## src/rtl/imem_loader.sv

```systemverilog
// rtl/imem_loader.sv - boot-time byte-stream loader for the instruction memory
// Optional trailing XOR checksum byte: define IMEM_LOADER_CHECKSUM_EN.
module imem_loader #(
    parameter int DEPTH_WORDS = 256,
    parameter int CNT_W       = 16
) (
    input  logic             clock,
    input  logic             reset,
    input  logic             start,
    input  logic [7:0]       rx_data,
    input  logic             rx_valid,
    output logic             rx_ready,
    output logic             wr_en,
    output logic [31:0]      wr_addr,
    output logic [31:0]      wr_data,
    output logic             cpu_hold,
    output logic             done,
    output logic             error,
    output logic [CNT_W-1:0] words_loaded
);

`ifdef IMEM_LOADER_CHECKSUM_EN
    typedef enum logic [2:0] {
        S_IDLE, S_LEN_HI, S_LEN_LO, S_DATA, S_CHECK, S_DONE, S_ERR
    } state_t;
    logic [7:0] xor_q, xor_d;
`else
    typedef enum logic [2:0] {
        S_IDLE, S_LEN_HI, S_LEN_LO, S_DATA, S_DONE, S_ERR
    } state_t;
`endif

    localparam logic [CNT_W-1:0] DEPTH_C = CNT_W'(DEPTH_WORDS);

    state_t             state_q, state_d;
    logic [CNT_W-1:0]   len_q, len_d;
    logic [CNT_W-1:0]   words_q, words_d;
    logic [23:0]        asm_q, asm_d;
    logic [1:0]         idx_q, idx_d;
    logic               wr_en_q, wr_en_d;
    logic [31:0]        wr_addr_q, wr_addr_d;
    logic [31:0]        wr_data_q, wr_data_d;
    logic               hold_q, hold_d;
    logic               done_q, done_d;
    logic               error_q, error_d;
    logic               accept;
    logic [CNT_W-1:0]   len_full;
    logic [31:0]        word;

    always_ff @(posedge clock) begin
        if (!reset) begin
            state_q   <= S_IDLE;
            len_q     <= '0;
            words_q   <= '0;
            asm_q     <= '0;
            idx_q     <= '0;
            wr_en_q   <= 1'b0;
            wr_addr_q <= '0;
            wr_data_q <= '0;
            hold_q    <= 1'b1;
            done_q    <= 1'b0;
            error_q   <= 1'b0;
`ifdef IMEM_LOADER_CHECKSUM_EN
            xor_q     <= '0;
`endif
        end else begin
            state_q   <= state_d;
            len_q     <= len_d;
            words_q   <= words_d;
            asm_q     <= asm_d;
            idx_q     <= idx_d;
            wr_en_q   <= wr_en_d;
            wr_addr_q <= wr_addr_d;
            wr_data_q <= wr_data_d;
            hold_q    <= hold_d;
            done_q    <= done_d;
            error_q   <= error_d;
`ifdef IMEM_LOADER_CHECKSUM_EN
            xor_q     <= xor_d;
`endif
        end
    end

    always_comb begin
        state_d   = state_q;
        len_d     = len_q;
        words_d   = words_q;
        asm_d     = asm_q;
        idx_d     = idx_q;
        wr_en_d   = 1'b0;
        wr_addr_d = wr_addr_q;
        wr_data_d = wr_data_q;
        hold_d    = hold_q;
        done_d    = done_q;
        error_d   = error_q;
`ifdef IMEM_LOADER_CHECKSUM_EN
        xor_d     = xor_q;
        rx_ready  = (state_q == S_LEN_HI) || (state_q == S_LEN_LO) ||
                    (state_q == S_DATA) || (state_q == S_CHECK);
`else
        rx_ready  = (state_q == S_LEN_HI) || (state_q == S_LEN_LO) ||
                    (state_q == S_DATA);
`endif
        accept    = rx_valid && rx_ready;
        len_full  = {len_q[CNT_W-9:0], rx_data};
        word      = {asm_q, rx_data};

        case (state_q)
            S_IDLE, S_DONE, S_ERR: begin
                if (start) begin
                    state_d = S_LEN_HI;
                    hold_d  = 1'b1;
                    done_d  = 1'b0;
                    error_d = 1'b0;
                    words_d = '0;
                    idx_d   = '0;
`ifdef IMEM_LOADER_CHECKSUM_EN
                    xor_d   = '0;
`endif
                end
            end
            S_LEN_HI: begin
                if (accept) begin
                    len_d   = CNT_W'(rx_data);
                    state_d = S_LEN_LO;
                end
            end
            S_LEN_LO: begin
                if (accept) begin
                    len_d = len_full;
                    if (len_full == '0) begin
`ifdef IMEM_LOADER_CHECKSUM_EN
                        state_d = S_CHECK;
`else
                        state_d = S_DONE;
                        done_d  = 1'b1;
                        hold_d  = 1'b0;
`endif
                    end else if (len_full > DEPTH_C) begin
                        state_d = S_ERR;
                        error_d = 1'b1;
                    end else begin
                        state_d = S_DATA;
                    end
                end
            end
            S_DATA: begin
                if (accept) begin
                    asm_d = word[23:0];
                    idx_d = idx_q + 2'd1;
`ifdef IMEM_LOADER_CHECKSUM_EN
                    xor_d = xor_q ^ rx_data;
`endif
                    // Fourth byte completes a word; the write is registered so it appears next cycle.
                    if (idx_q == 2'd3) begin
                        wr_en_d   = 1'b1;
                        wr_data_d = word;
                        wr_addr_d = 32'(words_q) << 2;
                        words_d   = words_q + CNT_W'(1);
                        if (words_q + CNT_W'(1) == len_q) begin
`ifdef IMEM_LOADER_CHECKSUM_EN
                            state_d = S_CHECK;
`else
                            state_d = S_DONE;
                            done_d  = 1'b1;
                            hold_d  = 1'b0;
`endif
                        end
                    end
                end
            end
`ifdef IMEM_LOADER_CHECKSUM_EN
            S_CHECK: begin
                if (accept) begin
                    if (rx_data == xor_q) begin
                        state_d = S_DONE;
                        done_d  = 1'b1;
                        hold_d  = 1'b0;
                    end else begin
                        state_d = S_ERR;
                        error_d = 1'b1;
                    end
                end
            end
`endif
            default: state_d = S_IDLE;
        endcase
    end

    assign wr_en        = wr_en_q;
    assign wr_addr      = wr_addr_q;
    assign wr_data      = wr_data_q;
    assign cpu_hold     = hold_q;
    assign done         = done_q;
    assign error        = error_q;
    assign words_loaded = words_q;

endmodule

```

## config.mk

```make
export PLATFORM = sky130hd
export DESIGN_NAME = imem_loader
export DESIGN_NICKNAME = d
export VERILOG_FILES = /design/src/rtl/imem_loader.sv
export SDC_FILE = /design/constraint.sdc
export NUM_CORES = 1
export LEC_CHECK = 0
export ABC_AREA = 1
export BUFFER_PORTS_ARGS = -buffer_cell sky130_fd_sc_hd__buf_2
export CAP_MARGIN = 20
export CORE_ASPECT_RATIO = 0.75
export CORE_MARGIN = 4
export CORE_UTILIZATION = 45
export CTS_BUF_LIST = sky130_fd_sc_hd__clkbuf_4
export CTS_CLUSTER_DIAMETER = 40
export DETAILED_ROUTE_END_ITERATION = 7
export HOLD_SLACK_MARGIN = 0.03
export PLACE_DENSITY = 0.7
export SLEW_MARGIN = 20
export SYNTH_ARGS = -nofsm -noshare
export SYNTH_HDL_FRONTEND = slang
export SYNTH_SLANG_ARGS = --single-unit
export TNS_END_PERCENT = 50
```

## constraint.sdc

```tcl
create_clock -name clock -period 6 [get_ports clock]
set_clock_uncertainty 0.1 [all_clocks]
set_input_delay 1.2 -clock clock [delete_from_list [all_inputs] [get_ports clock]]
set_output_delay 1.2 -clock clock [all_outputs]
set_load 0.005 [all_outputs]
```

==> tab_implementation.tex, run 1 <==
\begin{tabular}{lr}
\hline
Metric & Value \\
\hline
\multicolumn{2}{l}{\textbf{Power}} \\
\quad Power density relative to cell area & 322 nW/um2 \\
\quad Design Power & 1.83 mW \\
\quad Switching Share & between 30\% and 40\% \\
\quad Sw Pwr & 609 uW \\
\quad Worst vdd rail ir drop & 0.168 mV \\
\quad Share of power burned in registers & a little under half \\
\quad Part of the total power dissipated in the clock network & between 30\% and 40\% \\
\quad Internal power & about 1.2 mW \\
\quad Share of total power in combinational logic & 21.9\% \\
\quad Leakage power & 2.52 nW \\
\multicolumn{2}{l}{\textbf{Hold path}} \\
\quad Class of the worst hold path & reg -> reg \\
\quad Startpoint of the worst hold path & asm\_q[23]\$\_SDFFE\_PN0P\_ \\
\quad Instance count along the most critical hold path & 2 \\
\quad End point of the worst hold path & wr\_data[31]\$\_SDFFE\_PN0P\_ \\
\multicolumn{2}{l}{\textbf{Global route}} \\
\quad Antenna violations before repair & 0 \\
\quad Vias in the first global route & 4,362 \\
\quad Largest net degree at the start of global routing & just under 80 \\
\quad Global-route wire length before repair & 21,300 um \\
\quad GRT overflow & 0 \\
\quad Gr usage total & between 20 and 25\% \\
\multicolumn{2}{l}{\textbf{Detailed routing}} \\
\quad Final ANT Viol Nets & 0 \\
\quad DRT Wirelength & 12,900 um \\
\quad DRC violation count after routing & 0 \\
\quad Wire per inst & 13.9 um \\
\quad Detailed route wirelength on metal2 & about 5200 um \\
\quad Initial DRC Count & 425 \\
\quad Metal1 wirelength & approximately 6300 um \\
\quad Vias post-DR & 4,765 \\
\quad Number of detailed-routing iterations run before antenna repair & 7 \\
\quad Average vias per placed instance & between 5 and 6 \\
\quad Met3 wirelength from detailed routing & between 1000 and 1500 um \\
\quad Top routing layer used & met4 \\
\multicolumn{2}{l}{\textbf{Synthesis}} \\
\quad List of most frequent post-synthesis cells & nand2\_1 (167), dfxtp\_1 (113), nor2\_1 (100), a21oi\_1 (83), o21ai\_0 (64) \\
\quad Yosys top cell by area & dfxtp\_1 \\
\quad Instance count of the mapped netlist & 701 \\
\quad Cell area after synthesis & 5010 um2 \\
\quad Sequential share of the synthesized area & 45.2\% \\
\quad Yosys cell types & 35 \\
\quad Yosys top cell area share & approximately 45\% \\
\quad Share of async-settable or async-resettable flops after synthesis & 0\% \\
\quad FF+latch count, synth & 113 \\
\quad Number of flops mapped to enable cells by yosys & 0 \\
\quad Mean instance size in the synthesized netlist & between 7 and 8 um2 \\
\quad Synth warn & 0 \\
\quad Most instantiated library cell after synthesis & nand2\_1 \\
\quad Most area-consuming cells after synthesis & dfxtp\_1 (45\%), nand2\_1 (13\%), a21oi\_1 (8.3\%) \\
\quad Top flip-flop cell by instance count after synthesis & dfxtp\_1 \\
\multicolumn{2}{l}{\textbf{Worst setup path}} \\
\quad Maximum fanout count along the critical path & 77 \\
\quad Register-to-Register Path Depth & 15 \\
\quad Worst setup EP type & flop \\
\quad Critical path data required time & 6340 ps \\
\quad Register-to-register path setup slack & 2930 ps \\
\quad Endpoint of the lowest-slack register-to-register path & wr\_addr[15]\$\_SDFFE\_PN0P\_ \\
\quad Arrival time at the worst endpoint & $\sim$3500 ps \\
\quad WS Path Type & in -> reg \\
\quad Startpoint types & input pin \\
\quad Launch point of the worst reg-to-reg path & state\_q[1]\$\_SDFFE\_PN0P\_ \\
\multicolumn{2}{l}{\textbf{STA}} \\
\quad Final setup violating endpoints & 0 \\
\quad Shortest period the worst path allows & 3180 ps \\
\quad Remaining max-slew budget at the tightest pin & 49.8\% \\
\quad Final setup TNS & 0 ps \\
\quad Setup repair after global routing missed its margin & no \\
\quad Number of hold violations in the final report & 0 \\
\quad Final worst-path cycle share & a little over half \\
\quad Measured slew at the worst slew-check pin & 749 ps \\
\quad Peak Freq & 0.314 GHz \\
\quad Number of max-slew violations in the final report & 0 \\
\quad Hold\_ws & 363 ps \\
\multicolumn{2}{l}{\textbf{Floorplan}} \\
\quad Boundary pin count & 97 \\
\quad Core footprint & about 11,000 um2 \\
\quad Horizontal extent of the die & roughly 130 um \\
\quad Number of cell rows & 33 \\
\quad Die Ht & 99.4 um \\
\quad Starting utilization of the core area & 45.9\% \\
\quad Area of the die & 12,900 um2 \\
\multicolumn{2}{l}{\textbf{Clock tree}} \\
\quad Total clock buffers created by CTS & 17 \\
\quad Clock tree from TritonCTS & built \\
\quad Clock transition at the register clock pins on the worst setup and hold paths after CTS & 90 ps \\
\quad Hold buffer count at CTS & 0 \\
\quad Post-CTS Setup Repair Bufs & 0 \\
\quad Clock insertion delay at the later pin of the skew report & between 500 and 600 ps \\
\quad Number of resized instances in the post-cts repair step & 0 \\
\quad Maximum buffer depth of the clock tree & 2 \\
\quad Maximum level of the CTS H-tree & 4 \\
\quad TritonCTS sink count & 113 \\
\quad Root buffer selected by CTS & clkbuf\_4 \\
\multicolumn{2}{l}{\textbf{Final layout}} \\
\quad Area growth syn-to-layout & 13.4\% \\
\quad Antenna fix cells & 0 \\
\quad End-of-flow core utilization & a little over half \\
\quad Fraction of layout cells with a size suffix above 1 & 17.3\% \\
\quad Finished layout cell area & roughly 5700 um2 \\
\quad Fillers & 1,073 \\
\quad Final Net Count & 787 \\
\multicolumn{2}{l}{\textbf{Place}} \\
\quad Instance area after placement & between 5000 and 6000 um2 \\
\quad Dpl hpwl & about 9000 um \\
\quad Routability cong. & 0.936 \\
\quad Number of buffers inserted by port buffering & 80 \\
\multicolumn{2}{l}{\textbf{Status}} \\
\quad Result of the run & finished, final reports clean \\
\multicolumn{2}{l}{\textbf{Run}} \\
\quad Max cap viols & 0 \\
\hline
\end{tabular}
[state kept, by name, indices dropped and copies added, names as in the netlist, 2 cells and up]
register      cells
wr_data          32
len_q            16
asm_q            24
wr_addr          16
state_q           3
idx_q             2
words_loaded     16
[layout make-up]
| cell class | count | area [um2] | area share, % |
|---|---|---|---|
| multi-input cells | 505 | 2340 | 41.2 |
| flip-flops and latches | 113 | 2260 | 39.8 |
| repair buffers | 84 | 430 | 7.58 |
| inverters | 52 | 198 | 3.48 |
| well taps | 140 | 175 | 3.09 |
| clock buffers | 21 | 158 | 2.78 |
| clock inverters | 11 | 115 | 2.03 |
[logic make-up after synthesis]
group                    count (synthesis)  synth area share, %
buffers and inverters                   98                 9.24
XOR/XNOR                                 3                0.799
flip-flops                             113                 45.2
AND/OR/NAND/NOR                        332                 28.7
adder cells (fa/ha/maj)                  2                0.500
AO/OA/AOI/OAI                          152                 15.6
other                                    1               0.0749
[power groups by stage]
| stage | registers (mW) | logic (mW) | clock network, mW |
|---|---|---|---|
| after floorplan | 0.883 | 0.293 | 0 |
| after global placement | 0.892 | 0.391 | 0 |
| after detailed placement | 0.893 | 0.400 | 0 |
| after CTS | 0.876 | 0.402 | 0.561 |
| after global routing | 0.885 | 0.456 | 0.600 |
| final | 0.877 | 0.401 | 0.551 |
[how the worst max path moves through the flow]
stage / from / endpoint / slack [ps] / cells after the start
detailed placement: rx_valid / wr_addr[2]$_SDFFE_PN0P_ / 2320 / 12
global route: state_q[1]$_SDFFE_PN0P_ / wr_addr[16]$_SDFFE_PN0P_ / 2580 / 15
floorplan: rx_valid / words_loaded[1]$_SDFFE_PN0P_ / 3470 / 12
finish: rx_valid / wr_addr[15]$_SDFFE_PN0P_ / 2820 / 12
CTS: rx_valid / wr_addr[2]$_SDFFE_PN0P_ / 2870 / 12
global placement: rx_valid / wr_addr[11]$_SDFFE_PN0P_ / 2440 / 12
[worst max-delay path, stage by stage]
cell     delay, ps
buf_2          100
inv_1          110
nor2_8         300
inv_2          260
nand2_1        130
nand2_2         60
inv_2           90
o21ai_4        180
nor2_8         130
buf_4          550
o21ai_0        170
a21oi_1        140
[metrics by stage]
stage,cells,setup WS [ps]
after floorplan,716,3470
after detailed placement,894,2320
after global routing,926,2580
after global placement,894,2440
final,926,2820
after CTS,926,2870
[cells in the final DEF, fill, tap and decap left out, types with 3 or more instances in the layout]
cell type,Yosys,routed
clkinv_1,1,3
buf_4,16,4
conb_1,1,16
nand2_1,167,167
nand3_2,7,7
buf_2,8,80
clkbuf_4,0,21
dfxtp_1,113,113
nor2_1,100,100
inv_1,45,45
nand4_1,6,6
a21oi_1,83,83
inv_2,5,5
nor2_8,3,3
nand3_1,37,37
clkinvlp_4,0,5
o21ai_0,64,64
[per-layer routing]
layer,track usage [%],vias up
li1,-,2380
met1,30.4,2165
met2,28.7,204
met3,5.58,16
met4,7.51,0
met5,0,-
(Power assumes the default switching activity.)
==> run 2, diff against run 1 <==
- PLACE_DENSITY: 0.7 -> 0.73
- clock period: 6 -> 2.9 ns (I/O delays scaled with it)
==> run 2 against run 1 <==
Against the previous run: sequential power grew 110%; clock power grew 130%; routed wire length rose by 1.2%; core utilization increased by 0.86 points; combinational power rose by 110%; highest routed layer unchanged; clock-buffer cell count is 2 lower; critical path type is now reg -> reg; global-route usage shrank 0.13 points; setup slack lost 2500 ps.
==> tab_implementation.tex, run 2 (synthesized netlist as in run 1, its figures left out) <==
\begin{tabular}{lr}
\hline
Metric & Value \\
\hline
\multicolumn{2}{l}{\textbf{STA}} \\
\quad Remaining max-slew budget at the tightest pin & 53.8\% \\
\quad Shortest period the worst path allows & 2620 ps \\
\quad Setup repair after global routing missed its margin & no \\
\quad Peak Freq & 0.382 GHz \\
\quad Minimum setup slack in the final design & 282 ps \\
\quad Final setup violating endpoints & 0 \\
\quad Final worst-path cycle share & roughly nine tenths \\
\quad Number of max-slew violations in the final report & 0 \\
\quad Number of hold violations in the final report & 0 \\
\quad Final setup TNS & 0 ps \\
\quad Measured slew at the worst slew-check pin & 689 ps \\
\quad Hold\_ws & 270 ps \\
\multicolumn{2}{l}{\textbf{Worst setup path}} \\
\quad Startpoint types & flop \\
\quad Critical path data required time & between 3000 and 4000 ps \\
\quad Arrival time at the worst endpoint & around 2900 ps \\
\quad WS Path Type & reg -> reg \\
\quad Maximum fanout count along the critical path & 7 \\
\quad Worst setup EP type & flop \\
\multicolumn{2}{l}{\textbf{Detailed routing}} \\
\quad DRT Wirelength & roughly 13,000 um \\
\quad Vias post-DR & 4,828 \\
\quad Wire per inst & 14.0 um \\
\quad Average vias per placed instance & 5.19 \\
\quad Number of detailed-routing iterations run before antenna repair & 5 \\
\quad Final ANT Viol Nets & 0 \\
\quad Initial DRC Count & 395 \\
\quad DRC violation count after routing & 0 \\
\multicolumn{2}{l}{\textbf{Clock tree}} \\
\quad Hold buffer count at CTS & 0 \\
\quad Total clock buffers created by CTS & 17 \\
\quad Clock transition at the register clock pins on the worst setup and hold paths after CTS & 110 ps \\
\quad Maximum buffer depth of the clock tree & 2 \\
\quad Maximum level of the CTS H-tree & 4 \\
\quad Clock insertion delay at the later pin of the skew report & 500 ps \\
\quad TritonCTS sink count & around 110 \\
\quad Clock tree from TritonCTS & built \\
\quad Root buffer selected by CTS & clkbuf\_4 \\
\multicolumn{2}{l}{\textbf{Floorplan}} \\
\quad Boundary pin count & 97 \\
\quad Area of the die & 12,900 um2 \\
\quad Die Ht & approximately 99 um \\
\quad Starting utilization of the core area & 45.9\% \\
\quad Horizontal extent of the die & 130 um \\
\quad Number of cell rows & 33 \\
\quad Core footprint & 10,900 um2 \\
\multicolumn{2}{l}{\textbf{Global route}} \\
\quad Vias in the first global route & roughly 4,500 \\
\quad Antenna violations before repair & 0 \\
\quad GRT overflow & 0 \\
\quad Largest net degree at the start of global routing & 63 \\
\quad Global-route wire length before repair & roughly 21,000 um \\
\quad Gr usage total & 20.5\% \\
\multicolumn{2}{l}{\textbf{Place}} \\
\quad Number of buffers inserted by port buffering & 80 \\
\quad Placed Cells incl. Taps & 898 \\
\quad Dpl hpwl & roughly 9300 um \\
\quad Setup WS pre-CTS & 275 ps \\
\quad Instance area after placement & roughly 5500 um2 \\
\quad Routability cong. & 0.896 \\
\multicolumn{2}{l}{\textbf{Power}} \\
\quad Part of the total power dissipated in the clock network & a little under a third \\
\quad Leakage power & 2.57 nW \\
\quad Worst vdd rail ir drop & 0.410 mV \\
\quad Internal power & around 2.6 mW \\
\quad Power density relative to cell area & 677 nW/um2 \\
\quad Design Power & 3.91 mW \\
\quad Sw Pwr & between 1 and 1.5 mW \\
\quad Switching Share & 33.1\% \\
\quad Share of power burned in registers & between 40 and 50\% \\
\quad Share of total power in combinational logic & approximately 22\% \\
\multicolumn{2}{l}{\textbf{Final layout}} \\
\quad Final Net Count & 791 \\
\quad Finished layout cell area & 5770 um2 \\
\quad Antenna fix cells & 0 \\
\quad Fraction of layout cells with a size suffix above 1 & approximately 18\% \\
\quad Fillers & 1,055 \\
\quad Area growth syn-to-layout & 15.2\% \\
\quad Final cell count without fillers & between 900 and 1,000 \\
\quad End-of-flow core utilization & 52.9\% \\
\quad Top library cells by usage in the layout, fill and taps aside & nand2\_1 (167), dfxtp\_1 (113), nor2\_1 (100) \\
\quad Register area & 2260 um2 \\
\quad Most common cell after layout, fill and taps aside & nand2\_1 \\
\quad Largest register FFs & 32 \\
\quad Area of the multi-input gates & about 2300 um2 \\
\multicolumn{2}{l}{\textbf{Hold path}} \\
\quad Class of the worst hold path & in -> reg \\
\multicolumn{2}{l}{\textbf{Run}} \\
\quad Max cap viols & 0 \\
\multicolumn{2}{l}{\textbf{Status}} \\
\quad Result of the run & finished, final reports clean \\
\hline
\end{tabular}
==> run 2: final timing paths <==
path / endpoint / cells after the start / from / slack (ps)
worst max-delay path: cpu_hold$_SDFFE_PN1P_ / 16 / words_loaded[1]$_SDFFE_PN0P_ / 280
worst max register to register: cpu_hold$_SDFFE_PN1P_ / 16 / words_loaded[1]$_SDFFE_PN0P_ / 280
worst min register to register: wr_data[31]$_SDFFE_PN0P_ / 2 / asm_q[23]$_SDFFE_PN0P_ / 360
worst min-delay path: asm_q[2]$_SDFFE_PN0P_ / 3 / rx_data[2] / 270
==> run 2: area by class of cell <==
cell class                      instances  share of cell area [%]
Sequential cell                       113                    39.2
Clock buffer                           19                    2.47
Inverter                               52                    3.43
Tap cell                              140                    3.03
Timing Repair Buffer                   88                    8.41
Multi-Input combinational cell        505                    40.6
Clock inverter                         13                    2.84
==> run 2: worst max-delay path, cell delays in order (launching register included) <==
cell	delay [ps]
dfxtp_1	530
ha_1	270
nand2_1	140
nor2_4	190
nand2_1	160
nor2_1	130
nand2_1	80
nand2_1	90
nand2_1	50
nand2_1	50
nand2_1	50
nor2_1	170
nand3_1	130
nand2_2	140
nand2_1	80
nand2_1	60
nand3_1	50
==> run 2: per-layer routing <==
metal / vias to the layer above / GRT usage [%] / wire [um] / share of wire [%]
li1: 2393 / - / - / -
met1: 2222 / 29.7 / 6230 / 48
met2: 195 / 29.8 / 5400 / 41
met3: 18 / 5.69 / 1250 / 9.6
met4: 0 / 5.99 / 150 / 1.2
met5: - / 0 / 0 / 0
==> run 2: timing repair <==
item                                    CTS  global route
buffers inserted                          0             0
gates resized for setup                   0             1
endpoints found under the setup margin    0             5
==> run 2: power groups by stage <==
stage                     registers, mW  clock network (mW)  logic (mW)
after detailed placement           1.85                   0       0.851
final                              1.82                1.24       0.854
after global placement             1.84                   0       0.826
after CTS                          1.81                1.25       0.855
after floorplan                    1.83                   0       0.606
after global routing               1.83                1.33       0.976
==> run 3, diff against run 2 <==
- ABC_AREA: 1 -> default
==> run 3 against run 2 <==
Against the previous run: critical path depth fell by 9; final cell count fell by 8.6%; clock-buffer cell count fell by 1; setup slack got worse by 4.6 ps; largest cell class unchanged; die area rose by 0.56%; combinational power fell by 76%; sequential power fell by 12%; maximum frequency fell by 0.18%.
==> tab_implementation.tex, run 3 <==
\begin{tabular}{lr}
\hline
Metric & Value \\
\hline
\multicolumn{2}{l}{\textbf{Detailed routing}} \\
\quad Vias post-DR & 4,689 \\
\quad Final ANT Viol Nets & 0 \\
\quad DRT Wirelength & 12,900 um \\
\quad DRC violation count after routing & 0 \\
\quad Average vias per placed instance & $\sim$5.5 \\
\quad Number of detailed-routing iterations run before antenna repair & 6 \\
\quad Wire per inst & 15.1 um \\
\quad Initial DRC Count & 388 \\
\multicolumn{2}{l}{\textbf{STA}} \\
\quad Minimum setup slack in the final design & 277 ps \\
\quad Setup repair after global routing missed its margin & no \\
\quad Peak Freq & 0.381 GHz \\
\quad Number of hold violations in the final report & 0 \\
\quad Remaining max-slew budget at the tightest pin & between 50\% and 60\% \\
\quad Measured slew at the worst slew-check pin & 741 ps \\
\quad Shortest period the worst path allows & 2620 ps \\
\quad Final worst-path cycle share & between 90 and 100\% \\
\quad Final setup TNS & 0 ps \\
\quad Number of max-slew violations in the final report & 0 \\
\quad Hold\_ws & 205 ps \\
\quad Final setup violating endpoints & 0 \\
\multicolumn{2}{l}{\textbf{Global route}} \\
\quad GRT overflow & 0 \\
\quad Largest net degree at the start of global routing & 62 \\
\quad Gr usage total & 20.4\% \\
\quad Antenna violations before repair & 0 \\
\quad Global-route wire length before repair & 21,000 um \\
\quad Vias in the first global route & $\sim$4,300 \\
\multicolumn{2}{l}{\textbf{Clock tree}} \\
\quad Maximum level of the CTS H-tree & 4 \\
\quad Number of resized instances in the post-cts repair step & 0 \\
\quad Clock insertion delay at the later pin of the skew report & 540 ps \\
\quad Clock tree from TritonCTS & built \\
\quad Hold buffer count at CTS & 0 \\
\quad Maximum buffer depth of the clock tree & 2 \\
\quad Total clock buffers created by CTS & 17 \\
\quad TritonCTS sink count & 113 \\
\quad Clock transition at the register clock pins on the worst setup and hold paths after CTS & 120 ps \\
\quad Post-CTS Setup Repair Bufs & 0 \\
\quad Root buffer selected by CTS & clkbuf\_4 \\
\multicolumn{2}{l}{\textbf{Power}} \\
\quad Worst vdd rail ir drop & roughly 0.25 mV \\
\quad Power density relative to cell area & 535 nW/um2 \\
\quad Leakage power & 2.31 nW \\
\multicolumn{2}{l}{\textbf{Worst setup path}} \\
\quad WS Path Type & reg -> reg \\
\quad Startpoint types & flop \\
\quad Arrival time at the worst endpoint & between 2000 and 3000 ps \\
\quad Critical path data required time & 3220 ps \\
\quad Launch point of the worst reg-to-reg path & words\_loaded[1]\$\_SDFFE\_PN0P\_ \\
\quad Endpoint of the lowest-slack register-to-register path & cpu\_hold\$\_SDFFE\_PN1P\_ \\
\quad Register-to-Register Path Depth & 7 \\
\quad Register-to-register path setup slack & 280 ps \\
\quad Critical Path End & cpu\_hold\$\_SDFFE\_PN1P\_ \\
\quad Maximum fanout count along the critical path & 8 \\
\quad Worst setup EP type & flop \\
\quad CP Launch Point & words\_loaded[1]\$\_SDFFE\_PN0P\_ \\
\multicolumn{2}{l}{\textbf{Synthesis}} \\
\quad Top flip-flop cell by instance count after synthesis & dfxtp\_1 \\
\quad Synth Area in Compound Gates & between 15 and 20\% \\
\quad Synth Area in Adders & less than 1\% \\
\quad Combinational family with the most area after synthesis & simple AND/OR/NAND/NOR gates \\
\quad Instance count of the mapped netlist & approximately 640 \\
\quad Yosys top cell area share & 44.9\% \\
\quad List of most frequent post-synthesis cells & nand2\_1 (168), dfxtp\_1 (113), a21oi\_1 (96), nor2\_1 (43), clkbuf\_1 (26) \\
\quad Mux contribution to synthesized area & 1.59\% \\
\quad Most area-consuming cells after synthesis & dfxtp\_1 (45\%), nand2\_1 (13\%), a21oi\_1 (9.5\%) \\
\quad FF+latch count, synth & roughly 110 \\
\quad Yosys top cell by area & dfxtp\_1 \\
\quad Sequential share of the synthesized area & approximately 45\% \\
\quad XOR/XNOR Fraction of Synth Area & 4.27\% \\
\quad Most instantiated library cell after synthesis & nand2\_1 \\
\quad Number of flops mapped to enable cells by yosys & 0 \\
\quad Cell area after synthesis & 5040 um2 \\
\quad Share of async-settable or async-resettable flops after synthesis & 0\% \\
\quad Mean instance size in the synthesized netlist & 7.92 um2 \\
\quad Synthesized-area fraction occupied by and/or/nand/nor cells & 24.2\% \\
\quad Synth warn & 0 \\
\quad Yosys cell types & 57 \\
\multicolumn{2}{l}{\textbf{Place}} \\
\quad Routability cong. & about 0.9 \\
\quad Dpl hpwl & 8760 um \\
\quad Number of buffers inserted by port buffering & 80 \\
\quad Setup WS pre-CTS & around 350 ps \\
\multicolumn{2}{l}{\textbf{Final layout}} \\
\quad Largest register FFs & 32 \\
\quad Top library cells by usage in the layout, fill and taps aside & nand2\_1 (167), dfxtp\_1 (113), a21oi\_1 (96) \\
\quad Most common cell after layout, fill and taps aside & nand2\_1 \\
\quad Area growth syn-to-layout & 14.5\% \\
\quad Antenna fix cells & 0 \\
\quad End-of-flow core utilization & 52.7\% \\
\quad Final Net Count & roughly 710 \\
\quad Fraction of layout cells with a size suffix above 1 & 18.9\% \\
\multicolumn{2}{l}{\textbf{Run}} \\
\quad Max cap viols & 0 \\
\multicolumn{2}{l}{\textbf{Floorplan}} \\
\quad Core footprint & 10,900 um2 \\
\quad Boundary pin count & 97 \\
\quad Starting utilization of the core area & 46.0\% \\
\quad Area of the die & 13,000 um2 \\
\quad Number of cell rows & 33 \\
\quad Die Ht & 99.6 um \\
\quad Horizontal extent of the die & 130 um \\
\multicolumn{2}{l}{\textbf{Status}} \\
\quad Result of the run & finished, final reports clean \\
\multicolumn{2}{l}{\textbf{Hold path}} \\
\quad Instance count along the most critical hold path & 3 \\
\quad Class of the worst hold path & in -> reg \\
\hline
\end{tabular}
==> run 3: changes by cell type after synthesis, sizes merged, moves of 9 or more <==
cell / previous run / this run
a21oi: 83 / 96
xnor2: 1 / 15
a22oi: 1 / 10
nor2: 105 / 43
inv: 51 / 8
nor4: 1 / 10
nand3: 44 / 11
o21ai: 67 / 17
==> run 3: per-layer routing <==
layer  routed length [um]  vias to the layer above  global-route usage [%]
met3                 1180                       24                    7.25
met2                 5750                      191                    29.5
met5                    0                        -                       0
li1                     -                     2267                       -
met1                 5750                     2207                    27.7
met4                  191                        0                    8.23
==> run 3: power breakdown <==
part	internal, mW	switching, mW
Sequential	1.57	0.0316
Combinational	0.0677	0.133
Clock	0.622	0.666
Total	2.26	0.831
==> run 3: area by class of cell <==
class / count / area [um2]
timing repair buffer: 89 / 493
clock buffer: 18 / 135
multi-input combinational: 468 / 2490
sequential: 113 / 2260
tap: 140 / 175
fill: 1019 / 5170
clock inverter: 14 / 184
inverter: 8 / 31.3
==> run 3: worst max-delay path, stage by stage (launching register included) <==
cell,delay [ps]
dfxtp_1,520
ha_1,390
nand3_2,220
nor4_4,420
xnor2_1,200
nand3_1,160
nor4_4,370
o21ai_1,110
==> run 3: worst min path at each step <==
stage | startpoint | endpoint | slack [ps]
final | rx_data[3] | asm_q[3]$_SDFFE_PN0P_ | 210
after global routing | rx_data[5] | wr_data[5]$_SDFFE_PN0P_ | 170
after CTS | rx_data[3] | asm_q[3]$_SDFFE_PN0P_ | 180
after detailed placement | wr_addr[15]$_SDFFE_PN0P_ | wr_addr[15]$_SDFFE_PN0P_ | 340
after global placement | wr_addr[7]$_SDFFE_PN0P_ | wr_addr[7]$_SDFFE_PN0P_ | 340
after floorplan | asm_q[16]$_SDFFE_PN0P_ | wr_data[24]$_SDFFE_PN0P_ | 330
==> run 3: kinds of logic (layout without fill, tap and decap cells) <==
kind of cell	after synthesis	after routing
mux	8	8
flops	113	113
other cells	1	16
buf+inv	70	129
fa+ha+maj	2	2
compound gates	152	152
simple gates	267	267
xor+xnor	23	23
==> run 3: per-stage QoR <==
step                      cell area (um2)  cells  power, mW
after CTS                            5770    850       3.11
after detailed placement             5450    818       1.83
final                                5770    850       3.09
after floorplan                      5090    651       1.78
after global placement               5450    818       1.83
after global routing                 5770    850       3.22
